==> config.mk <==
export PLATFORM = sky130hd
export DESIGN_NAME = synth_midi_out
export DESIGN_NICKNAME = d
export VERILOG_FILES = /design/src/rtl/synth_pkg.sv /design/src/rtl/synth_uart_tx.sv /design/src/rtl/synth_midi_out.sv
export SDC_FILE = /design/constraint.sdc
export NUM_CORES = 1
export LEC_CHECK = 0
export CAP_MARGIN = 20
export CORE_MARGIN = 1
export CORE_UTILIZATION = 45
export CTS_BUF_LIST = sky130_fd_sc_hd__clkbuf_16
export DETAILED_ROUTE_END_ITERATION = 8
export PLACE_DENSITY = 0.65
export SYNTH_ARGS = -nofsm -noshare
export SYNTH_HDL_FRONTEND = slang
export SYNTH_SLANG_ARGS = --single-unit
==> constraint.sdc <==
create_clock -name CLK -period 4.8 [get_ports CLK]
set_clock_uncertainty 0.05 [all_clocks]
set_input_delay 0.96 -clock CLK [delete_from_list [all_inputs] [get_ports CLK]]
set_output_delay 0.96 -clock CLK [all_outputs]
set_load 0.1 [all_outputs]
==> src/rtl/synth_pkg.sv <==
// Shared MIDI constants, queue entry layout and sequencer states for the
// synth-to-MIDI output path.
package synth_pkg;

    localparam logic [7:0] MIDI_NOTE_OFF = 8'h80;
    localparam logic [7:0] MIDI_NOTE_ON  = 8'h90;
    localparam logic [7:0] MIDI_PROG_CHG = 8'hC0;
    localparam logic [6:0] NOTE_OFF_VEL  = 7'h40;

    localparam int PITCH_W = 7;
    localparam int VOL_W   = 7;
    localparam int INST_W  = 4;

    typedef struct packed {
        logic               on;
        logic [PITCH_W-1:0] pitch;
        logic [VOL_W-1:0]   vol;
        logic [INST_W-1:0]  inst;
    } midiEvent_t;

    typedef enum logic [2:0] {
        IDLE, POP, PC_STATUS, PC_DATA, NOTE_STATUS, NOTE_KEY, NOTE_VEL
    } seqState_t;

    function automatic logic [7:0] noteStatus(input logic on, input logic [3:0] ch);
        return (on ? MIDI_NOTE_ON : MIDI_NOTE_OFF) | {4'h0, ch};
    endfunction

endpackage

==> src/rtl/synth_uart_tx.sv <==
// 8N1 byte serializer. oBusy drops during the final stop-bit cycle so the
// next byte can be loaded and its start bit follows with no idle gap.
module synth_uart_tx #(
    parameter int DIV = 1600
)(
    input  logic       CLK,
    input  logic       iRST_n,
    input  logic [7:0] iData,
    input  logic       iStart,
    output logic       oBusy,
    output logic       oTx
);

    localparam int CW = (DIV > 1) ? $clog2(DIV) : 1;

    logic          active;
    logic [9:0]    shifter;
    logic [3:0]    bitCnt;
    logic [CW-1:0] divCnt;
    logic          bitEnd;
    logic          lastCycle;

    assign bitEnd    = (divCnt == CW'(DIV - 1));
    assign lastCycle = active && bitEnd && (bitCnt == 4'd9);
    assign oBusy     = active && !lastCycle;
    // Line is forced idle whenever no frame is active, including during reset.
    assign oTx       = active ? shifter[0] : 1'b1;

    always_ff @(posedge CLK or negedge iRST_n) begin
        if (!iRST_n) begin
            active  <= 1'b0;
            shifter <= '1;
            bitCnt  <= '0;
            divCnt  <= '0;
        end else if (iStart && !oBusy) begin
            active  <= 1'b1;
            shifter <= {1'b1, iData, 1'b0};
            bitCnt  <= '0;
            divCnt  <= '0;
        end else if (active) begin
            if (bitEnd) begin
                divCnt  <= '0;
                bitCnt  <= bitCnt + 4'd1;
                shifter <= {1'b1, shifter[9:1]};
                if (bitCnt == 4'd9)
                    active <= 1'b0;
            end else begin
                divCnt <= divCnt + CW'(1);
            end
        end
    end

endmodule

==> src/rtl/synth_midi_out.sv <==
// Turns synth controller note/volume/instrument changes into MIDI program
// change and note on/off messages on a 31.25 kbaud serial line.
module synth_midi_out
    import synth_pkg::*;
#(
    parameter int CLK_HZ     = 50000000,
    parameter int BAUD       = 31250,
    parameter int MIDI_CH    = 0,
    parameter int FIFO_DEPTH = 8
)(
    input  logic                          CLK,
    input  logic                          iRST_n,
    input  logic [7:0]                    iSynth,
    input  logic [6:0]                    iSynthVolume,
    input  logic [3:0]                    iSynthInst,
    output logic                          oMidiTx,
    output logic                          oBusy,
    output logic                          oOverflow,
    output logic [$clog2(FIFO_DEPTH):0]   oFifoLevel
);

    localparam int              DIV      = CLK_HZ / BAUD;
    localparam int              AW       = $clog2(FIFO_DEPTH);
    localparam logic [3:0]      CH       = 4'(MIDI_CH);
    localparam logic [AW:0]     FULL_LVL = (AW+1)'(FIFO_DEPTH);

    midiEvent_t raw, sync1, sync2, stab, lastAcc;
    logic       evt;

    assign raw = {iSynth[0], iSynth[7:1], iSynthVolume, iSynthInst};
    assign evt = (sync2 == stab) && (sync2 != lastAcc);

    // While reset is held lastAcc tracks the input, so a steady bundle across
    // reset release never looks like a new event.
    always_ff @(posedge CLK) begin
        sync1 <= raw;
        sync2 <= sync1;
        stab  <= sync2;
        if (!iRST_n || evt)
            lastAcc <= sync2;
    end

    midiEvent_t  mem [FIFO_DEPTH];
    midiEvent_t  head;
    logic [AW:0] wrCnt, rdCnt, level;
    logic        full, empty, pop, pushOk;

    assign level  = wrCnt - rdCnt;
    assign full   = (level == FULL_LVL);
    assign empty  = (level == '0);
    assign pushOk = evt && (!full || pop);
    assign head   = mem[rdCnt[AW-1:0]];

    // A full queue popped this cycle still accepts: the pop reads the old head
    // combinationally, the write lands on that same slot at the edge.
    always_ff @(posedge CLK) begin
        if (pushOk)
            mem[wrCnt[AW-1:0]] <= sync2;
    end

    always_ff @(posedge CLK or negedge iRST_n) begin
        if (!iRST_n) begin
            wrCnt     <= '0;
            rdCnt     <= '0;
            oOverflow <= 1'b0;
        end else begin
            if (pushOk)
                wrCnt <= wrCnt + (AW+1)'(1);
            if (pop)
                rdCnt <= rdCnt + (AW+1)'(1);
            if (evt && !pushOk)
                oOverflow <= 1'b1;
        end
    end

    seqState_t  state, nextState;
    midiEvent_t cur;
    logic [3:0] lastInst;
    logic       lastInstValid;
    logic       needPc;
    logic       txStart, txBusy;
    logic [7:0] txData;

    assign needPc = !lastInstValid || (head.inst != lastInst);

    always_ff @(posedge CLK or negedge iRST_n) begin
        if (!iRST_n) begin
            state         <= IDLE;
            cur           <= '0;
            lastInst      <= '0;
            lastInstValid <= 1'b0;
        end else begin
            state <= nextState;
            if (state == POP)
                cur <= head;
            if (state == PC_DATA && !txBusy) begin
                lastInst      <= cur.inst;
                lastInstValid <= 1'b1;
            end
        end
    end

    // Each byte state covers the byte currently on the line; the next byte is
    // launched in the serializer's last stop-bit cycle.
    always_comb begin
        nextState = state;
        pop       = 1'b0;
        txStart   = 1'b0;
        txData    = 8'h00;
        case (state)
            IDLE:
                if (!empty && !txBusy)
                    nextState = POP;
            POP: begin
                pop     = 1'b1;
                txStart = 1'b1;
                if (needPc) begin
                    txData    = MIDI_PROG_CHG | {4'h0, CH};
                    nextState = PC_STATUS;
                end else begin
                    txData    = noteStatus(head.on, CH);
                    nextState = NOTE_STATUS;
                end
            end
            PC_STATUS:
                if (!txBusy) begin
                    txStart   = 1'b1;
                    txData    = {4'h0, cur.inst};
                    nextState = PC_DATA;
                end
            PC_DATA:
                if (!txBusy) begin
                    txStart   = 1'b1;
                    txData    = noteStatus(cur.on, CH);
                    nextState = NOTE_STATUS;
                end
            NOTE_STATUS:
                if (!txBusy) begin
                    txStart   = 1'b1;
                    txData    = {1'b0, cur.pitch};
                    nextState = NOTE_KEY;
                end
            NOTE_KEY:
                if (!txBusy) begin
                    txStart   = 1'b1;
                    txData    = cur.on ? {1'b0, cur.vol} : {1'b0, NOTE_OFF_VEL};
                    nextState = NOTE_VEL;
                end
            NOTE_VEL:
                if (!txBusy)
                    nextState = IDLE;
            default:
                nextState = IDLE;
        endcase
    end

    synth_uart_tx #(.DIV(DIV)) uTx (
        .CLK    (CLK),
        .iRST_n (iRST_n),
        .iData  (txData),
        .iStart (txStart),
        .oBusy  (txBusy),
        .oTx    (oMidiTx)
    );

    assign oBusy      = (state != IDLE);
    assign oFifoLevel = level;

endmodule
# Word level (Yosys, flattened, before mapping)
# Memories as Yosys holds them, arrays and structs flattened.
# Index checks and enable logic that the tools add are counted.
# word_totals
register_bits	138
latch_bits	0
ram_bits	152
mem_bits_ro	0
in_bits	21
output_inout_bits	7
wordCells	117
n_memories	1
# op_classes
n_addsub	5
multipliers	0
n_div	0
order_cmp	0
eq_ne	18
shifts	0
n_mux	36
bitwise_logic	0
n_reduce_logical	27
# memory_table
memory	words	word_bits	read_ports	rd_clocked_by_memory_dff	write_ports	line_no	source
mem	8	19	1	0	1	synth_midi_out.sv:43	midiEvent_t mem [FIFO_DEPTH];
# ops
op	n
$pmux 8 s5	1
$mux 11	3
$mux 10	3
$mux 7	4
$mux 3	7
$pmux 3 s7	1
$eq 19x19->1	1
$ne 19x19->1	1
$mux 4	4
$add 4x1->4 const B	3
$ne 2x2->1 const B	6
$add 11x1->11 const B	1
$eq 11x11->1 const B	1
$mux 5	2
$eq 3x3->1 const B	3
$logic_and 1x1->1	9
$mux 1	9
$eq 4x4->1 const B	2
$mux 8	1
$logic_not 1->1	7
$eq 3x2->1 const B	2
$reduce_and 6->1	1
$logic_not 4->1	1
$ne 4x4->1	1
other kinds (9)	12

# Longest topological paths before layout
# logic_depth
word_depth	10
depth_mapped	11
depth_no_buf	10

# By module
# A second synthesis with hierarchy kept.
# hier_totals
hier_cells	706
hier_area_um2	11003.1
# modules_own_cells
mod	instances	cells_per_inst	area_each_um2	seq_area_each_um2
synth_midi_out	1	577	9693.0	7176.9
synth_uart_tx	1	129	1310.0	636.9

# Worst setup path after synthesis
# No wires, ideal clock.
# synth_timing
path_type	reg-to-reg
start	reg wrCnt[0]
end	mem mem[0][0] (netlist bit) (enable)
arrival_ps	5255
required_ps	4306
setup_slack_ps	-949
stages_incl_launch_ff	12
n_path_buf	1
synth_period_minus_slack_ps	5749
cell_sequence	dfrtp_1 clkbuf_1 inv_1 ha_1 inv_1 fa_1 xor2_1 nor3_1 and2_1 nand3_1 nand2_1 nor4_1
# synth_between
elab_chain_cells	7
# synth_rtl
item	line_no	source
from (decl)	synth_midi_out.sv:45	logic [AW:0] wrCnt, rdCnt, level;
from (signal assigned)	synth_midi_out.sv:68	wrCnt <= wrCnt + (AW+1)'(1);
$sub 4x4->4	synth_midi_out.sv:48	assign level = wrCnt - rdCnt;
net oFifoLevel[2]	synth_midi_out.sv:19	output logic [$clog2(FIFO_DEPTH):0] oFifoLevel
$eq 4x4->1	synth_midi_out.sv:49	assign full = (level == FULL_LVL);
$logic_not 1->1	synth_midi_out.sv:51	assign pushOk = evt && (!full || pop);
$logic_or 1x1->1	synth_midi_out.sv:51	
$logic_and 1x1->1	synth_midi_out.sv:51	
$mux 1	synth_midi_out.sv:57	if (pushOk)
$mux 1 (not written as such)	synth_midi_out.sv:58	mem[wrCnt[AW-1:0]] <= sync2;
to (decl)	synth_midi_out.sv:43	
# The timed path passes the listed nets, and every way through them passes these cells.

# Worst setup path in the final report
# layout_timing
start	reg wrCnt[0]
end	out oFifoLevel[0]
# layout_between
elab_chain_cells	1
# layout_rtl
item	line_no
$sub 4x4->4	synth_midi_out.sv:48
to (decl)	synth_midi_out.sv:19
# No other way between the ends.

==> metrics.cfg <==
[die]
rows=56
die_h_um=158
core_um2=23600
initial_utilization=0.463
die_w_um=158
num_io_pins=28
dieArea_um2=24900

[sta]
rsz0062_at_grt=no
slew_violations=0
fmax_mhz=247
min_period_over_period=0.843
tns_ns=0
slew_headroom=0.321
fin_ws_ns=0.753
setup_violations=0
finalHoldViolations=0
tightest_slew_ns=1.02
min_period_ns=4.05

[yosys]
syn-instance-count=709
synth_top_area_frac=0.470
synth.distinct_cells=57
yosysSeqAreaShare=0.715
syn_area_um2=10900
yosysMostFrequentCell=edfxtp_1
async_reset_ff_frac=0.211
ys_warn_count=0
synth_edf_count=171
yosysTopAreaCell=edfxtp_1
yosys-top-cells-area=edfxtp_1 (47%), dfrtp_1 (12%), dfxtp_1 (10%), mux4_2 (7.0%), xnor2_1 (2.4%)
ys_seq_elements=289
synth_commonest_cells=edfxtp_1 (171), nand2_1 (67), dfxtp_1 (57)
synthFlopType=edfxtp_1
synth_nets=739
synth_area_per_cell_um2=15.4

[worst_setup_path]
critPathArrivalTime_ns=3.04
cp-end-kind=primary output
slowest_delay_ns=1.13
worstPathRequired_ns=3.79
cp_num_buf_inv=3
crit_chain=inv_1 > ha_1 > inv_1 > clkdlybuf4s50_1
worstSetupStartpointType=register
crit_family=buffers and inverters
path_max_fanout=8
critical_path_class=reg -> out
rrSetupSlack_ns=1.22
crit_path_frequent_cell=inv_1
slowest_stage=clkdlybuf4s50_1

[routing]
highest_layer=met4
wl_met2_um=9330
wl_met3_um=956
via_count=5749
ant_nets=0
viasPerCell=5.26
drt_iter0_drc=343
wirelength_um=19700
drc=0
wl_met1_um=8940
dr.pass1.iters=5
wl_per_cell_um=18.0

[global_routing]
antenna_found_initial=0
grt_first_pass_wirelength_um=32000
grt_pass1_vias=5836
grt_start_max_net_pins=62
track_usage=0.168
overflow=0

[clock_tree]
cts.repair.resized=0
clk_path_buf_depth=3
cts_tree=built
cts-root-buf=clkbuf_16
clock_latency_ns=0.56
path_clk_slew_ns=0.07
htreeDepth=1
postCtsHoldBufs=0
clkSinkCount=289
cts_buffers=28
cts_setup_buffers=0

[pwr]
power_mw=4.96
leakage_nw=4.62
p_per_area_nw_per_um2=392
vdd.ir_drop.worst_mv=0.333

[layout]
fin_area_um2=12700
n_antenna_cell=0
fillers=1932
final_util=0.536
nets=782
syn_to_final_growth_pct=15.8
drive_gt1_frac=0.173

[status]
outcome=finished clean

[placement]
port_buffers=27
place_ws_ns=1.21
postPlaceCellArea_um2=11700
gp_congestion=0.815
dpl.hpwl_um=13100

[min_path]
min_path_type=reg -> reg

[run]
drv_cap=0

-- layout make-up --
| class | instances | area [um2] | area share |
|---|---|---|---|
| Timing Repair Buffer | 41 | 375 | 0.0297 |
| Clock inverter | 20 | 158 | 0.0125 |
| Clock buffer | 32 | 801 | 0.0633 |
| Multi-Input combinational cell | 371 | 3020 | 0.239 |
| Sequential cell | 289 | 7820 | 0.618 |
| Tap cell | 319 | 399 | 0.0315 |
| Inverter | 21 | 78.8 | 0.00623 |
-- routing by layer --
metal | global-route usage | vias to the layer above
li1 | - | 2710
met1 | 0.235 | 2877
met2 | 0.270 | 130
met3 | 0.0323 | 32
met4 | 0.0467 | 0
met5 | 0 | -
-- sequential cells by signal, indices dropped and copies added, names as in the netlist --
register       flops
cur               19
lastInst           4
uTx.active         1
oOverflow          1
uTx.shifter        9
lastInstValid      1
sync1             19
wrCnt              4
mem              152
state              3
rdCnt              4
sync2             19
uTx.bitCnt         4
uTx.divCnt        11
stab              19
lastAcc           19
-- power by group --
part | leakage (nW) | internal (mW) | total, mW | switching [mW]
Combinational | 1.35 | 0.0352 | 0.0645 | 0.0293
Sequential | 2.77 | 2.67 | 2.71 | 0.0430
Clock | 0.503 | 1.26 | 2.18 | 0.921
Total | 4.62 | 3.97 | 4.96 | 0.993
-- metrics by stage --
stage / hold WS, ns / instances
after floorplan: 0.260 / 709
after global placement: 0.262 / 1041
after detailed placement: 0.262 / 1041
after CTS: 0.277 / 1093
after global routing: 0.282 / 1093
final: 0.276 / 1093
-- final timing paths --
kind	from	endpoint	cells past startpoint
min in group asynchronous	iRST_n	wrCnt[0]$_DFFE_PN0P_	2
worst max register to register	rdCnt[2]$_DFFE_PN0P_	mem[1][7]$_DFFE_PP_	9
worst min-delay path	sync1[2]$_DFF_P_	sync2[2]$_DFF_P_	0
worst max-delay path	wrCnt[0]$_DFFE_PN0P_	oFifoLevel[0]	4
worst min register to register	sync1[2]$_DFF_P_	sync2[2]$_DFF_P_	0
max in group asynchronous	iRST_n	rdCnt[0]$_DFFE_PN0P_	2
-- worst register-to-register path, cell delays in order (launching register included) --
cell and delay [ns]:
dfrtp_1 0.78, inv_2 0.33, ha_1 0.42, xor2_2 0.20
nor3_1 0.08, and2_1 0.17, nand3_1 0.13, nand2_1 0.44
nor4_4 0.30, buf_4 0.34
-- placed cells by master (no fill, tap or decap), types with 5 or more instances in the layout --
cell type	netlist	layout
dfrtp_1	52	51
nand3_1	15	15
a31oi_1	15	15
and2_1	5	5
mux2i_1	8	8
nor4_4	0	6
dfxtp_1	57	57
xnor2_1	30	30
nor4_1	14	8
inv_1	20	29
nand4_1	9	9
edfxtp_1	171	171
clkdlybuf4s50_1	0	23
ha_1	8	8
a21oi_1	14	14
nand2b_1	5	5
nand2_1	67	67
mux2_2	9	9
mux4_2	34	34
nor2_1	32	31
o21ai_0	19	19
xor2_1	30	29
buf_4	1	16
nor3_1	10	8
clkbuf_16	0	32
dfstp_2	9	9
o22ai_1	8	8
-- logic make-up after synthesis --
group,synth area share
compound gates,0.0465
flops,0.715
simple gates,0.0744
buf+inv,0.0183
mux,0.0867
fa+ha+maj,0.0110
xor+xnor,0.0481
No activity file was read; power rests on OpenSTA's default activity.
